### src/rtl/t2t_pkg.sv
// Shared types and default widths for the RCB RAM port arbiter.
// Optional starvation monitor is enabled by defining RCB_ARB_STARVE_EN.
package t2t_pkg;

  localparam int T2T_RAM_WIDTH    = 64;
  localparam int T2T_ADDR_WIDTH   = 14;
  localparam int T2T_STARVE_LIMIT = 16;

  typedef enum logic [1:0] {
    IDLE = 2'd0,
    HRD  = 2'd1,
    HRSP = 2'd2
  } arb_state_t;

endpackage

### src/rtl/rcb_arb_starve.sv
// Host wait-cycle counter with sticky starvation flag.
// Only instantiated when RCB_ARB_STARVE_EN is defined.
module rcb_arb_starve #(
  parameter int STARVE_LIMIT = 16
) (
  input  logic clk,
  input  logic reset,
  input  logic wait_cyc,
  input  logic accept,
  input  logic clr,
  output logic starved
);

  localparam int CW = $clog2(STARVE_LIMIT + 1);

  logic [CW-1:0] count;
  logic          hit;

  // The flag fires on the increment that reaches the limit, so a clear
  // while still saturated is not immediately undone.
  assign hit = wait_cyc && (count == CW'(STARVE_LIMIT - 1));

  always_ff @(posedge clk or posedge reset) begin
    if (reset) begin
      count   <= '0;
      starved <= 1'b0;
    end else begin
      if (accept) begin
        count <= '0;
      end else if (wait_cyc && (count != CW'(STARVE_LIMIT))) begin
        count <= count + 1'b1;
      end
      if (hit) begin
        starved <= 1'b1;
      end else if (clr) begin
        starved <= 1'b0;
      end
    end
  end

endmodule

### src/rtl/rcb_port_arb.sv
// Arbiter for the shared RCB RAM port: strategy reads always win, host gets the rest.
// Define RCB_ARB_STARVE_EN to build the host starvation monitor.
module rcb_port_arb
  import t2t_pkg::*;
#(
  parameter int RAM_WIDTH    = T2T_RAM_WIDTH,
  parameter int ADDR_WIDTH   = T2T_ADDR_WIDTH,
  parameter int STARVE_LIMIT = T2T_STARVE_LIMIT
) (
  input  logic                  clk,
  input  logic                  reset,
  input  logic                  sef_read,
  input  logic [ADDR_WIDTH-1:0] t2t_rd_addr,
  output logic [RAM_WIDTH-1:0]  rcb_data,
  input  logic                  host_valid,
  output logic                  host_ready,
  input  logic                  host_wr,
  input  logic [ADDR_WIDTH-1:0] host_addr,
  input  logic [RAM_WIDTH-1:0]  host_wdata,
  output logic                  host_rvalid,
  input  logic                  host_rready,
  output logic [RAM_WIDTH-1:0]  host_rdata,
  output logic                  host_starved,
  input  logic                  host_starved_clr,
  output logic                  ram_en,
  output logic                  ram_we,
  output logic [ADDR_WIDTH-1:0] ram_addr,
  output logic [RAM_WIDTH-1:0]  ram_wdata,
  input  logic [RAM_WIDTH-1:0]  ram_rdata
);

  arb_state_t state;
  logic       sef_pend;
  logic       accept;

  assign host_ready = host_valid & ~sef_read & (state == IDLE);
  assign accept     = host_valid & host_ready;

  assign ram_en    = sef_read | accept;
  assign ram_we    = accept & host_wr;
  assign ram_addr  = sef_read ? t2t_rd_addr : host_addr;
  assign ram_wdata = host_wdata;

  always_ff @(posedge clk or posedge reset) begin
    if (reset) begin
      state       <= IDLE;
      sef_pend    <= 1'b0;
      rcb_data    <= '0;
      host_rdata  <= '0;
      host_rvalid <= 1'b0;
    end else begin
      // RAM data returns one cycle after the strategy read was issued.
      sef_pend <= sef_read;
      if (sef_pend) begin
        rcb_data <= ram_rdata;
      end
      case (state)
        IDLE: begin
          if (accept && !host_wr) begin
            state <= HRD;
          end
        end
        HRD: begin
          host_rdata  <= ram_rdata;
          host_rvalid <= 1'b1;
          state       <= HRSP;
        end
        HRSP: begin
          if (host_rready) begin
            host_rvalid <= 1'b0;
            state       <= IDLE;
          end
        end
        default: state <= IDLE;
      endcase
    end
  end

`ifdef RCB_ARB_STARVE_EN
  rcb_arb_starve #(
    .STARVE_LIMIT(STARVE_LIMIT)
  ) u_starve (
    .clk      (clk),
    .reset    (reset),
    .wait_cyc (host_valid & ~host_ready & (state == IDLE)),
    .accept   (accept),
    .clr      (host_starved_clr),
    .starved  (host_starved)
  );
`else
  logic unused_starve;
  assign unused_starve = host_starved_clr ^ (STARVE_LIMIT == 0);
  assign host_starved  = 1'b0;
`endif

endmodule

### config.mk
export PLATFORM = sky130hd
export DESIGN_NAME = rcb_port_arb
export DESIGN_NICKNAME = d
export VERILOG_FILES = /design/src/rtl/t2t_pkg.sv /design/src/rtl/rcb_arb_starve.sv /design/src/rtl/rcb_port_arb.sv
export SDC_FILE = /design/constraint.sdc
export NUM_CORES = 1
export LEC_CHECK = 0
export ABC_AREA = 0
export BUFFER_PORTS_ARGS = -buffer_cell sky130_fd_sc_hd__buf_4
export CAP_MARGIN = 30
export CORE_AREA = 2 2 146 148
export CTS_CLUSTER_DIAMETER = 100
export DETAILED_ROUTE_END_ITERATION = 10
export DIE_AREA = 0 0 148 150
export GPL_TIMING_DRIVEN = 0
export SLEW_MARGIN = 20
export SYNTH_ARGS = -nofsm -noshare
export SYNTH_HDL_FRONTEND = slang
export SYNTH_SLANG_ARGS = --single-unit
### constraint.sdc
create_clock -name clk -period 6.62 [get_ports clk]
set_input_delay 0.662 -clock clk [delete_from_list [all_inputs] [get_ports clk]]
set_output_delay 0.662 -clock clk [all_outputs]
set_load 0.01 [all_outputs]
==> summary.md <==
| Metric | Value |
|---|---|
| Outcome | `finished clean` |
| Worst Hold Class | `input port to async pin` |
| Worst-path clk slew | `50 ps` |
| LEAKAGE | `4.61 nW` |
| Total Power | `2.75 mW` |
| Max clock buf depth | `2` |
| Peak supply drop | `0.000156 V` |
| Initial DRC count | `80` |
| Pin count of the biggest net entering global routing | `68` |
| Crit Path Max Fanout | `10` |
| Mean Syn Cell Area | `15.9 µm²` |
| First-pass GRT wire length | `23.7 mm` |
| N_diodes | `0` |
| Startpoint type of the worst setup path | `input port` |
| Async SR Flop Fraction | `100%` |
| HPWL Detailed | `12.4 mm` |
| Post-CTS setup buffer count | `0` |
| I/O pin total | `374` |
| Critical path class | `input port to output pin` |
| Area delta synth->final | `56.2%` |
| Drt wl/cell | `16.4 µm` |
| Avg Vias per Cell | `4.21` |
| Vias in the first global route | `4,256` |
| Antenna violations before repair | `0` |
| Crit path required time | `5960 ps` |
| Ys flop type | `dfrtp_1` |
| Global-route usage over all layers | `13.9%` |
| Core Util, Final | `44.1%` |
| Num Clock Sinks | `132` |
| Final hold vios | `0` |
| Top cells by area, synth | `dfrtp_1 (57%), mux2_2 (18%), mux2_4 (13%)` |
| Cts repair resizes | `0` |
| Routed Antenna Nets | `0` |
| Nets | `858` |
| #FFs+latches synth | `132` |
| Yosys top cell area share | `56.6%` |
| Synth area leader | `dfrtp_1` |
| Worst skew pair latency | `410 ps` |
| Final Cycle Share | `35.7%` |
| Max Fclk | `423 MHz` |
| Count leader, synth | `dfrtp_1` |
| Syn nets | `531` |
| Core area | `20,700 µm²` |
| Critical Path Source | `sef_read` |
| Port Buf Inserts | `307` |
| Routed wire length | `16.1 mm` |
| RSZ-0062 raised after global routing | `no` |
| Overflow after GRT | `0` |
| Warnings, synthesis | `0` |
| CTS tree | `done` |
| Final GP Congestion | `0.728` |
| Clock root cell | `clkbuf_16` |
| Max-cap viol count | `0` |
| PwrDens | `302 nW/µm²` |
| DIE AREA | `22,200 µm²` |
| Hold Buf Count CTS | `0` |
| Row cnt | `53` |
| Die width | `148 µm` |
| CP endpoint kind | `output pin` |
| Final Skew | `7.97 ps` |
| Final setup fails | `0` |
| Share of cells above drive strength 1 | `80.1%` |
| DRC | `0` |
| Worst EP arrival | `1700 ps` |
| Cells after Synth | `368` |
| Post-synth EDFFs | `0` |
| Post-Syn Area | `5840 µm²` |
| DRT Pass-1 Iters | `4` |
| Pins Over Slew Limit | `0` |
| Yosys cell types | `19` |
| Clock buffer count from CTS | `17` |
| Worst flop-to-flop path startpoint | `sef_pend` |
| H-Tree Depth | `4` |
| Register area share after synthesis | `56.6%` |
| Synth top cells by count | `dfrtp_1 (132), mux2_2 (93), buf_4 (66)` |
| Tmin final | `2360 ps` |
| Setup tns final | `0 ps` |
| Via count | `4,137` |
| Die Y | `150 µm` |
| Fillers | `1,931` |
| Initial core utilization | `28.2%` |
==> critical path, cell delays in order <==
cell    delay (ps)
buf_4           80
buf_2          190
buf_2          250
mux2_2         360
buf_4          140
==> cell type report <==
type                       instances  area [µm²]  area share, %
timing repair buffer             308        2330           25.6
multi-input combinational        153        1870           20.5
inverter                           2        15.0          0.165
clock buffer                      18         439           4.82
tap                              275         344           3.77
buffer                            81         656           7.19
sequential                       132        3300           36.2
clock inverter                    13         159           1.74
==> routing by layer <==
layer	vias to the layer above	routed length, µm	part of all wire [%]	GRT usage [%]
li1	1851	-	-	-
met1	2064	6210	39	16.5
met2	207	8350	52	23.8
met3	15	1280	8.0	4.33
met4	0	225	1.4	4.76
met5	-	0	0	0
==> where the power goes <==
| group | switching, mW | total (mW) | leakage (nW) | internal [mW] |
|---|---|---|---|---|
| sequential | 0.0948 | 1.06 | 1.55 | 0.964 |
| combinational | 0.273 | 0.739 | 2.77 | 0.467 |
| clock | 0.355 | 0.954 | 0.288 | 0.599 |
==> state kept, by name, indices dropped and copies added (netlist names) <==
signal,flops
host_rdata,64
rcb_data,64
state,2
host_rvalid,1
sef_pend,1
==> cell families (layout without fill, tap and decap cells) <==
| logic type | count (synthesis) | count (layout) | synth area share, % |
|---|---|---|---|
| multiplexers | 142 | 142 | 30.6 |
| flip-flops | 132 | 132 | 56.6 |
| buffers and inverters | 83 | 422 | 11.4 |
| AND/OR/NAND/NOR | 7 | 7 | 1.05 |
| AO/OA/AOI/OAI | 3 | 3 | 0.364 |
| other | 1 | 1 | 0.0643 |
==> path summary, 6_finish.rpt <==
check                                 endpoint  slack, ps  depth (start not counted)
worst max-delay path               ram_addr[5]       4260                          5
worst min-delay path               rcb_data[0]        270                          2
worst max register to register    rcb_data[37]       5150                          3
worst min register to register  host_rdata[24]        510                          1
max in group asynchronous       host_rdata[27]       5670                          3
min in group clk                      sef_pend        360                          1
==> per-stage QoR <==
step / hold WS (ps) / cells / area (µm²) / setup slack, ps
2_1_floorplan: 513 / 368 / 5840 / 2430
3_3_place_gp: 491 / 950 / 8480 / 1020
3_5_place_dp: 495 / 951 / 8520 / 4250
4_1_cts: 271 / 982 / 9120 / 4250
5_1_grt: 293 / 982 / 9120 / 4200
6_report: 267 / 982 / 9120 / 4260
==> layout by cell type (no fill, tap or decap) <==
master / count
nor4b_2: 1
inv_6: 1
clkinv_2: 4
buf_16: 1
o21ai_0: 1
inv_1: 1
or2_2: 1
clkinv_4: 2
clkbuf_16: 17
inv_8: 1
buf_4: 373
a2bb2oi_1: 1
clkinvlp_4: 3
a21boi_0: 1
buf_12: 5
conb_1: 1
buf_8: 1
bufinv_16: 3
nand2b_1: 1
dfrtp_1: 132
buf_2: 9
nor2b_1: 1
and2_1: 1
nor3b_1: 1
mux2_2: 93
nand2b_4: 1
clkbuf_8: 1
mux2_4: 49
No activity file was read; power rests on OpenSTA's default activity.
